`src/rtl/easyaxi_sim_ctrl_if.sv`:
```
// rtl/easyaxi_sim_ctrl_if.sv - channel enable/status bundle between the run controller and the DUT harness
interface easyaxi_sim_ctrl_if #(
  parameter int CH_NUM = 2,
  parameter int CNT_W  = 16
);
  logic [CH_NUM-1:0] ch_error;
  logic [CH_NUM-1:0] ch_done;
  logic [CH_NUM-1:0] enable;
  logic              finish;
  logic              pass;
  logic [1:0]        fail_code;
  logic [CH_NUM-1:0] err_ch;
  logic [CNT_W-1:0]  cycle_cnt;

  modport master (
    input  ch_error,
    input  ch_done,
    output enable,
    output finish,
    output pass,
    output fail_code,
    output err_ch,
    output cycle_cnt
  );

  modport slave (
    output ch_error,
    output ch_done,
    input  enable,
    input  finish,
    input  pass,
    input  fail_code,
    input  err_ch,
    input  cycle_cnt
  );
endinterface

```
`src/rtl/easyaxi_sim_ctrl.sv`:
```
// rtl/easyaxi_sim_ctrl.sv - run controller: start delay, per-channel enable, watchdog, drain and latched verdict
module easyaxi_sim_ctrl #(
  parameter int CH_NUM    = 2,
  parameter int START_DLY = 5,
  parameter int DRAIN_DLY = 20,
  parameter int TIMEOUT   = 1000,
  parameter int CNT_W     = 16
) (
  input  logic               clk,
  input  logic               rst_n,
  easyaxi_sim_ctrl_if.master bus
);

  typedef enum logic [1:0] {
    ST_WAIT  = 2'd0,
    ST_RUN   = 2'd1,
    ST_DRAIN = 2'd2,
    ST_END   = 2'd3
  } state_t;

  localparam logic [1:0]       FC_NONE    = 2'd0;
  localparam logic [1:0]       FC_ERR     = 2'd1;
  localparam logic [1:0]       FC_TMO     = 2'd2;
  localparam logic [CNT_W-1:0] CNT_ONE    = CNT_W'(1);
  localparam logic [CNT_W-1:0] WAIT_LAST  = CNT_W'(START_DLY - 1);
  localparam logic [CNT_W-1:0] RUN_LAST   = CNT_W'(TIMEOUT - 1);
  localparam logic [CNT_W-1:0] DRAIN_LAST = CNT_W'(DRAIN_DLY - 1);

  state_t            state_q,     state_d;
  logic [CNT_W-1:0]  cnt_q,       cnt_d;
  logic [CNT_W-1:0]  cycle_cnt_q, cycle_cnt_d;
  logic [CH_NUM-1:0] enable_q,    enable_d;
  logic [CH_NUM-1:0] done_stk_q,  done_stk_d;
  logic [CH_NUM-1:0] err_ch_q,    err_ch_d;
  logic [1:0]        fail_code_q, fail_code_d;
  logic              finish_q,    finish_d;
  logic              pass_q,      pass_d;
  logic              run_exit;

  // cnt is shared: start delay in WAIT, watchdog in RUN, drain length in DRAIN
  always_comb begin
    state_d     = state_q;
    cnt_d       = cnt_q;
    cycle_cnt_d = cycle_cnt_q;
    enable_d    = enable_q;
    done_stk_d  = done_stk_q;
    err_ch_d    = err_ch_q;
    fail_code_d = fail_code_q;
    finish_d    = finish_q;
    pass_d      = pass_q;
    run_exit    = 1'b0;

    case (state_q)
      ST_WAIT: begin
        if (cnt_q == WAIT_LAST) begin
          state_d  = ST_RUN;
          cnt_d    = '0;
          enable_d = '1;
        end else begin
          cnt_d = cnt_q + CNT_ONE;
        end
      end

      ST_RUN: begin
        cnt_d      = cnt_q + CNT_ONE;
        done_stk_d = done_stk_q | bus.ch_done;
        enable_d   = ~done_stk_d;
        if (cycle_cnt_q != '1) begin
          cycle_cnt_d = cycle_cnt_q + CNT_ONE;
        end
        // error outranks completion, completion outranks the watchdog
        if (|bus.ch_error) begin
          err_ch_d    = err_ch_q | bus.ch_error;
          fail_code_d = FC_ERR;
          run_exit    = 1'b1;
        end else if (&done_stk_d) begin
          fail_code_d = FC_NONE;
          run_exit    = 1'b1;
        end else if (cnt_q == RUN_LAST) begin
          fail_code_d = FC_TMO;
          run_exit    = 1'b1;
        end
        if (run_exit) begin
          state_d  = ST_DRAIN;
          cnt_d    = '0;
          enable_d = '0;
        end
      end

      ST_DRAIN: begin
        enable_d = '0;
        err_ch_d = err_ch_q | bus.ch_error;
        if ((|bus.ch_error) && (fail_code_q == FC_NONE)) begin
          fail_code_d = FC_ERR;
        end
        if (cnt_q == DRAIN_LAST) begin
          state_d  = ST_END;
          finish_d = 1'b1;
          pass_d   = (fail_code_d == FC_NONE);
        end else begin
          cnt_d = cnt_q + CNT_ONE;
        end
      end

      ST_END: begin
        enable_d = '0;
      end

      default: begin
        state_d = ST_WAIT;
      end
    endcase
  end

  always_ff @(posedge clk or negedge rst_n) begin
    if (!rst_n) begin
      state_q     <= ST_WAIT;
      cnt_q       <= '0;
      cycle_cnt_q <= '0;
      enable_q    <= '0;
      done_stk_q  <= '0;
      err_ch_q    <= '0;
      fail_code_q <= FC_NONE;
      finish_q    <= 1'b0;
      pass_q      <= 1'b0;
    end else begin
      state_q     <= state_d;
      cnt_q       <= cnt_d;
      cycle_cnt_q <= cycle_cnt_d;
      enable_q    <= enable_d;
      done_stk_q  <= done_stk_d;
      err_ch_q    <= err_ch_d;
      fail_code_q <= fail_code_d;
      finish_q    <= finish_d;
      pass_q      <= pass_d;
    end
  end

  assign bus.enable    = enable_q;
  assign bus.finish    = finish_q;
  assign bus.pass      = pass_q;
  assign bus.fail_code = fail_code_q;
  assign bus.err_ch    = err_ch_q;
  assign bus.cycle_cnt = cycle_cnt_q;

endmodule

```
`src/flat_wrapper.sv`:
```
// flat-port wrapper written by rule: the top's interface ports become plain ports
module easyaxi_sim_ctrl_flat 
#(
  parameter int CH_NUM    = 2,
  parameter int START_DLY = 5,
  parameter int DRAIN_DLY = 20,
  parameter int TIMEOUT   = 1000,
  parameter int CNT_W     = 16
)
  (clk, rst_n, bus_ch_error, bus_ch_done, bus_enable, bus_finish, bus_pass, bus_fail_code, bus_err_ch, bus_cycle_cnt);
  easyaxi_sim_ctrl_if #(.CH_NUM(CH_NUM), .CNT_W(CNT_W)) bus_i ();
  input  logic clk;
  input  logic rst_n;
  input wire logic [$bits(bus_i.ch_error)-1:0] bus_ch_error;
  input wire logic [$bits(bus_i.ch_done)-1:0] bus_ch_done;
  output wire logic [$bits(bus_i.enable)-1:0] bus_enable;
  output wire logic [$bits(bus_i.finish)-1:0] bus_finish;
  output wire logic [$bits(bus_i.pass)-1:0] bus_pass;
  output wire logic [$bits(bus_i.fail_code)-1:0] bus_fail_code;
  output wire logic [$bits(bus_i.err_ch)-1:0] bus_err_ch;
  output wire logic [$bits(bus_i.cycle_cnt)-1:0] bus_cycle_cnt;
  assign bus_i.ch_error = bus_ch_error;
  assign bus_i.ch_done = bus_ch_done;
  assign bus_enable = bus_i.enable;
  assign bus_finish = bus_i.finish;
  assign bus_pass = bus_i.pass;
  assign bus_fail_code = bus_i.fail_code;
  assign bus_err_ch = bus_i.err_ch;
  assign bus_cycle_cnt = bus_i.cycle_cnt;
  easyaxi_sim_ctrl #(.CH_NUM(CH_NUM), .START_DLY(START_DLY), .DRAIN_DLY(DRAIN_DLY), .TIMEOUT(TIMEOUT), .CNT_W(CNT_W)) u_core (.clk(clk), .rst_n(rst_n), .bus(bus_i));
endmodule
```
`config.mk`:
```
export PLATFORM = sky130hd
export DESIGN_NAME = easyaxi_sim_ctrl_flat
export DESIGN_NICKNAME = d
export VERILOG_FILES = /design/src/rtl/easyaxi_sim_ctrl_if.sv /design/src/rtl/easyaxi_sim_ctrl.sv /design/src/flat_wrapper.sv
export SDC_FILE = /design/constraint.sdc
export NUM_CORES = 1
export LEC_CHECK = 0
export CORE_MARGIN = 1.5
export CORE_UTILIZATION = 40
export CTS_CLUSTER_DIAMETER = 120
export DETAILED_ROUTE_END_ITERATION = 6
export GPL_ROUTABILITY_DRIVEN = 0
export PLACE_DENSITY = 0.71
export SLEW_MARGIN = 20
export SYNTH_ARGS = -nofsm -noshare
export SYNTH_HDL_FRONTEND = slang
export SYNTH_SLANG_ARGS = --single-unit
```
`constraint.sdc`:
```
create_clock -name clk -period 2.61 [get_ports clk]
set_input_delay 0.261 -clock clk [delete_from_list [all_inputs] [get_ports clk]]
set_output_delay 0.261 -clock clk [all_outputs]
set_load 0.1 [all_outputs]
```
Word-level counts from Yosys, hierarchy flattened
Index checks and enable logic that the tools add are counted.

word-level totals
  bits in registers = 44
  bits in latches = 0
  RAM bits = 0
  bits in read-only memories = 0
  input port bits = 6
  output and inout bits = 24
  logic and storage cells = 65
  memories kept = 0

operators by class
  add/sub/neg operators = 2
  multiply operators = 0
  div/mod/pow operators = 0
  magnitude comparators = 0
  eq/ne operators = 13
  shifts and indexed selects = 0
  mux-type cells = 23
  bitwise operators = 3
  reduce and logical (&&, ||, !) cells = 15

operators with widths
  operator                                                                 number
  16-bit 2-to-1 mux                                                        3
  16-bit one-hot mux with 3 select lines                                   1
  16-bit by 1-bit adder with 16-bit output, second input constant          2
  2-bit 2-to-1 mux                                                         11
  16-bit by 10-bit == test with 1-bit output, second input constant        1
  16-bit by 3-bit == test with 1-bit output, second input constant         1
  16-bit by 5-bit == test with 1-bit output, second input constant         1
  16-bit inequality test, second input constant                            1
  2-bit one-hot mux with 3 select lines                                    2
  2-bit AND reduction                                                      6
  2-bit by 1-bit inequality test with 1-bit output, second input constant  4
  2-bit one-hot mux with 2 select lines                                    2
  2-bit zero test                                                          3
  2-bit == test, second input constant                                     2
  1-bit 2-to-1 mux                                                         4
  4-bit by 1-bit inequality test with 1-bit output, second input constant  1
  2-bit OR                                                                 2
  4-bit AND reduction                                                      1
  2-bit OR reduction                                                       2
  3-bit nonzero test                                                       1
  2-bit by 1-bit == test with 1-bit output, second input constant          1
  2-bit inequality test, second input constant                             1
  2-bit NOT                                                                1
  2-bit nonzero test                                                       1
  1-bit logical AND                                                        1

Logic depth before layout (Yosys ltp)
  depth in word-level cells = 7
  gate-level depth with buffers = 8
  depth with buffers taken out = 7

Worst setup path after synthesis
No wires, ideal clock.

  kind = register to register
  from = register u_core.cycle_cnt_q[0], in the netlist u_core.bus.cycle_cnt[0]
  to = register u_core.cycle_cnt_q[6], in the netlist u_core.bus.cycle_cnt[6]
  setup time = 159 ps
  arrival = 2370 ps
  data required time = 2451 ps
  setup slack = 82 ps
  cell stages (with the launch flop) = 9
  buffers on the path = 2
  cell sequence = dfrtp_1 > ha_1 > and3_1 > clkbuf_1 > nand2b_1 > o31a_1 > clkbuf_1 > nand4_1 > xnor2_1

on the way
  longest elaborated chain between the ends = 2
  elaborated cells on any way between the ends = 3
  classes of those cells = add/sub (1); eq/ne (1); reduce/logical (1)

ends and longest elaborated chain
  element                                                                           line                     text
  start: declaration                                                                easyaxi_sim_ctrl.sv:31   logic [CNT_W-1:0] cycle_cnt_q, cycle_cnt_d;
  start signal: assignment                                                          easyaxi_sim_ctrl.sv:129  cycle_cnt_q <= cycle_cnt_d;
  branches (longest 2 deep; another with 16-bit by 1-bit adder with 16-bit output)  --

Several ways; the timed one is not identified.
A chain may end at the register's enable or synchronous reset.

Worst setup path in the final report
  from = register u_core.cnt_q[10]
  to = register u_core.cnt_q[14]

on the way
  longest elaborated chain between the ends = 7
  elaborated cells on any way between the ends = 14
  classes of those cells = add/sub (1); eq/ne (4); mux (8); reduce/logical (1)

ends and longest elaborated chain
  element                                     line                     text
  start: declaration                          easyaxi_sim_ctrl.sv:30   logic [CNT_W-1:0] cnt_q, cnt_d;
  start signal: assignment                    easyaxi_sim_ctrl.sv:128  cnt_q <= cnt_d;
  16-bit by 10-bit == test with 1-bit output  easyaxi_sim_ctrl.sv:79   end else if (cnt_q == RUN_LAST) begin
  1-bit 2-to-1 mux                            easyaxi_sim_ctrl.sv:79
  1-bit 2-to-1 mux                            easyaxi_sim_ctrl.sv:76   end else if (&done_stk_d) begin
  1-bit 2-to-1 mux                            easyaxi_sim_ctrl.sv:72   if (|bus.ch_error) begin
  1-bit 2-to-1 mux                            easyaxi_sim_ctrl.sv:53   case (state_q)
  16-bit 2-to-1 mux                           easyaxi_sim_ctrl.sv:83   if (run_exit) begin
  16-bit one-hot mux with 3 select lines      easyaxi_sim_ctrl.sv:53

Parallel ways exist; a longest one is shown, timed or not. The select of a mux whose other input is x is not followed.

==> impl_results.html <==
<table>
<tr><th>Metric</th><th>Value</th></tr>
<tr><th colspan="2">Route</th></tr>
<tr><td>DRT antenna net count</td><td>0</td></tr>
<tr><td>Wire per inst</td><td>14.3 microns</td></tr>
<tr><td>First-pass DRT Iterations</td><td>4</td></tr>
<tr><td>Final wirelength</td><td>5210 microns</td></tr>
<tr><td>Initial detailed-routing violation count</td><td>95</td></tr>
<tr><td>Drt via density</td><td>5.58</td></tr>
<tr><td>Detailed-route DRC error count</td><td>0</td></tr>
<tr><td>Via count</td><td>2,025</td></tr>
<tr><th colspan="2">Synth</th></tr>
<tr><td>Area fraction of the dominant cell type after synthesis</td><td>46.1%</td></tr>
<tr><td>Largest cells by area after synthesis</td><td>dfrtp_1, xnor2_1, ha_1, nand3_1, inv_1</td></tr>
<tr><td>Ys Warns</td><td>0</td></tr>
<tr><td>Cell variety after synth</td><td>47</td></tr>
<tr><td>Nets in the synthesized netlist</td><td>261</td></tr>
<tr><td>Number of flops mapped to enable cells by yosys</td><td>0</td></tr>
<tr><td>Top post-synthesis cells by count</td><td>dfrtp_1, inv_1, nand2_1, nand3_1, xnor2_1</td></tr>
<tr><td>Sequential share of the synthesized area</td><td>46.1%</td></tr>
<tr><td>Most common cell in the netlist</td><td>dfrtp_1</td></tr>
<tr><td>Leading area contributor after synthesis</td><td>dfrtp_1</td></tr>
<tr><td>Total standard cell area after synthesis</td><td>0.00239 sq mm</td></tr>
<tr><td>Gate count of the mapped netlist</td><td>246</td></tr>
<tr><td>Average size of a mapped cell</td><td>9.70 sq um</td></tr>
<tr><td>Prevailing post-synth register cell</td><td>dfrtp_1</td></tr>
<tr><td>Synthesized flop and latch total</td><td>44</td></tr>
<tr><td>Proportion of synthesized flip-flops having asynchronous set or reset</td><td>100%</td></tr>
<tr><th colspan="2">STA</th></tr>
<tr><td>Fin. max-slew vios</td><td>0</td></tr>
<tr><td>Setup repair after global routing missed its margin</td><td>true</td></tr>
<tr><td>Worst clock skew</td><td>0.00813 ns</td></tr>
<tr><td>Final setup violation count</td><td>0</td></tr>
<tr><td>Final setup slack of the worst path</td><td>0.0585 ns</td></tr>
<tr><td>Transition time of the tightest slew-check pin</td><td>0.989 ns</td></tr>
<tr><td>Hold Fails Final Rpt</td><td>0</td></tr>
<tr><td>Setup TNS</td><td>0 ns</td></tr>
<tr><td>Highest clock frequency the design can meet</td><td>392 MHz</td></tr>
<tr><td>Minimum clock period after layout</td><td>2.55 ns</td></tr>
<tr><td>Final Cycle Share</td><td>97.8%</td></tr>
<tr><td>Hold slack</td><td>0.125 ns</td></tr>
<tr><td>Headroom to the max-slew limit</td><td>34.1%</td></tr>
<tr><th colspan="2">Floorplan</th></tr>
<tr><td>Die extent in x</td><td>80.2 microns</td></tr>
<tr><td>Number of I/O pins</td><td>30</td></tr>
<tr><td>Core Region</td><td>0.00564 sq mm</td></tr>
<tr><td>Number of standard-cell rows in the floorplan</td><td>27</td></tr>
<tr><td>Die area</td><td>0.00644 sq mm</td></tr>
<tr><td>Initial Utilization</td><td>42.3%</td></tr>
<tr><td>Y dimension of the die</td><td>80.2 microns</td></tr>
<tr><th colspan="2">Job</th></tr>
<tr><td>Max-Cap Viols</td><td>0</td></tr>
<tr><th colspan="2">GRT</th></tr>
<tr><td>Antenna violations before repair</td><td>0</td></tr>
<tr><td>Maximum number of pins on one net before global-route repair</td><td>45</td></tr>
<tr><td>Total global routing track utilization</td><td>17.9%</td></tr>
<tr><td>Total overflow reported by the global router</td><td>0</td></tr>
<tr><td>First-pass GRT wire length</td><td>9130 microns</td></tr>
<tr><td>Via count of the first global-routing pass</td><td>1,973</td></tr>
<tr><th colspan="2">Critical path</th></tr>
<tr><td>Crit path DAT</td><td>2.72 ns</td></tr>
<tr><td>Cell with the most instances on the worst path</td><td>or4_4</td></tr>
<tr><td>Startpoint type of the worst setup path</td><td>flip-flop</td></tr>
<tr><td>Kind of critical path</td><td>flip-flop to flip-flop</td></tr>
<tr><td>Category of the worst setup path capture point</td><td>flip-flop</td></tr>
<tr><td>Critical-path cell with the highest stage delay</td><td>or4_4</td></tr>
<tr><td>Ordered list of cells on the worst path</td><td>or4_4 -&gt; or4_4 -&gt; or4_4 -&gt; buf_6 -&gt; nand2_1 -&gt; o221ai_1</td></tr>
<tr><td>Beginning of the worst register-to-register path</td><td>u_core.cnt_q[10]$_DFFE_PN0P_</td></tr>
<tr><td>Biggest fanout along the worst timing path</td><td>6</td></tr>
<tr><td>Gate family responsible for the most delay along the worst path</td><td>simple AND/OR/NAND/NOR gates</td></tr>
<tr><td>First element of the critical path</td><td>u_core.cnt_q[10]$_DFFE_PN0P_</td></tr>
<tr><td>Combined buffer and inverter count along the critical path</td><td>1</td></tr>
<tr><td>Slowest cell delay on critical path</td><td>0.55 ns</td></tr>
<tr><td>Required time of the critical path</td><td>2.78 ns</td></tr>
<tr><th colspan="2">Clocking</th></tr>
<tr><td>Total number of clock tree sinks</td><td>44</td></tr>
<tr><td>CTS clk-pin slew, worst paths</td><td>0.08 ns</td></tr>
<tr><td>Clock tree from TritonCTS</td><td>done</td></tr>
<tr><td>TritonCTS Buffers</td><td>5</td></tr>
<tr><td>Number of H-tree levels</td><td>2</td></tr>
<tr><td>Root buf cell</td><td>clkbuf_8</td></tr>
<tr><td>Largest buffer count on any clock path</td><td>2</td></tr>
<tr><td>Source-to-sink clock delay at the later pin of the worst-skew pair</td><td>0.30 ns</td></tr>
<tr><th colspan="2">Placement</th></tr>
<tr><td>Count of buffers from port buffering</td><td>29</td></tr>
<tr><td>DP Cell Count</td><td>354</td></tr>
<tr><td>Pre-CTS WS</td><td>0.00720 ns</td></tr>
<tr><td>Detailed placement HPWL</td><td>3780 microns</td></tr>
<tr><th colspan="2">Finish</th></tr>
<tr><td>Synth-to-layout area growth</td><td>20.4%</td></tr>
<tr><td>Net count of the finished layout</td><td>305</td></tr>
<tr><td>Share of the core filled with cells in the final layout</td><td>50.9%</td></tr>
<tr><td>Count of antenna diodes in the layout</td><td>0</td></tr>
<tr><td>Proportion of layout cells with a drive suffix above 1</td><td>21.3%</td></tr>
<tr><td>Final cell count without fillers</td><td>363</td></tr>
<tr><th colspan="2">Power and ir drop</th></tr>
<tr><td>Leakage</td><td>1.23 nW</td></tr>
<tr><td>Total power density per cell area</td><td>1130 mW/mm^2</td></tr>
<tr><td>Maximum VDD drop</td><td>0.00106 V</td></tr>
<tr><th colspan="2">Outcome</th></tr>
<tr><td>Outcome</td><td>complete, no violations</td></tr>
<tr><th colspan="2">Min path</th></tr>
<tr><td>Worst min-delay path class</td><td>input pin to async pin</td></tr>
</table>
[report_power, final]
part           total [mW]  internal, mW  switching, mW  leakage, nW
Sequential          0.966         0.817          0.149        0.560
Clock               0.427         0.187          0.240       0.0479
Combinational        1.86         0.616           1.24        0.617
Total                3.25          1.62           1.63         1.23
[final timing paths]
path | slack [ns] | cells past startpoint | to
min | 0.13 | 1 | u_core.cnt_q[14]$_DFFE_PN0P_
max | 0.06 | 6 | u_core.cnt_q[14]$_DFFE_PN0P_
max in group asynchronous | 1.87 | 1 | u_core.bus.err_ch[1]$_DFFE_PN0P_
max reg2reg | 0.06 | 6 | u_core.cnt_q[14]$_DFFE_PN0P_
min reg2reg | 0.47 | 1 | u_core.bus.err_ch[0]$_DFFE_PN0P_
min in group clk | 0.47 | 1 | u_core.bus.err_ch[0]$_DFFE_PN0P_
[cells in the final DEF (no fill, tap or decap), types with 4 or more instances in the layout]
cell,Yosys,layout
nand2b_1,5,5
a31oi_1,11,9
dfrtp_1,44,44
nand3_1,20,20
clkbuf_8,0,5
o22ai_1,11,11
a21o_1,5,5
clkdlybuf4s50_1,0,4
inv_1,22,22
ha_1,9,9
nand2_1,22,22
and3_1,4,4
nor2_1,7,7
nand4_1,10,10
buf_4,2,39
xnor2_1,13,13
[metrics by stage]
| step | area (sq um) | total power, mW |
|---|---|---|
| finish | 2870 | 3.25 |
| global route | 2870 | 3.44 |
| CTS | 2850 | 3.23 |
| detailed placement | 2760 | 2.80 |
| global placement | 2760 | 2.77 |
| floorplan | 2390 | 2.34 |
[sequential cells by signal, summed over array words and instances, names as in the netlist]
register and count:
u_core.bus.finish 1, u_core.state_q 2, u_core.done_stk_q 2, u_core.bus.enable 2
u_core.bus.fail_code 2, u_core.cnt_q 16, u_core.bus.pass 1, u_core.bus.cycle_cnt 16
u_core.bus.err_ch 2
[repair_timing]
action,in CTS,in global routing
gates resized for setup,0,3
hold endpoints to repair,0,0
setup buffers,0,1
endpoints found under the setup margin,1,8
hold buffers,0,0
pin swaps,1,3
[logic make-up (layout without fill, tap and decap cells)]
| group | count (synthesis) | in the layout | share of synthesized area [%] |
|---|---|---|---|
| AND/OR/NAND/NOR | 94 | 94 | 21.8 |
| AO/OA/AOI/OAI | 51 | 51 | 14.7 |
| flip-flops | 44 | 44 | 46.1 |
| buffers and inverters | 30 | 75 | 5.66 |
| XOR/XNOR | 14 | 14 | 5.14 |
| adder cells (fa/ha/maj) | 9 | 9 | 4.72 |
| multiplexers | 4 | 4 | 1.84 |
[worst register-to-register path: cells and delay by family (launching register included)]
family | cells | cell delay (ns)
flops | 1 | 0.39
compound gates | 1 | 0.13
buf+inv | 1 | 0.15
simple gates | 4 | 1.75
[per-layer routing]
metal  GRT usage, %  share of wire, %  vias up
li1               -                 -      984
met1           24.0                47      988
met2           29.2                47       48
met3           3.52               4.7        5
met4           5.69              0.81        0
met5              0                 0        -
[final cells by class]
cell class / count / area, sq um
fill: 525 / 2770
multi-input combinational: 172 / 1160
sequential: 44 / 1100
timing repair buffer: 45 / 349
tap: 72 / 90.1
inverter: 22 / 82.6
clock buffer: 5 / 68.8
clock inverter: 3 / 18.8
No activity file was read; power rests on OpenSTA's default activity.
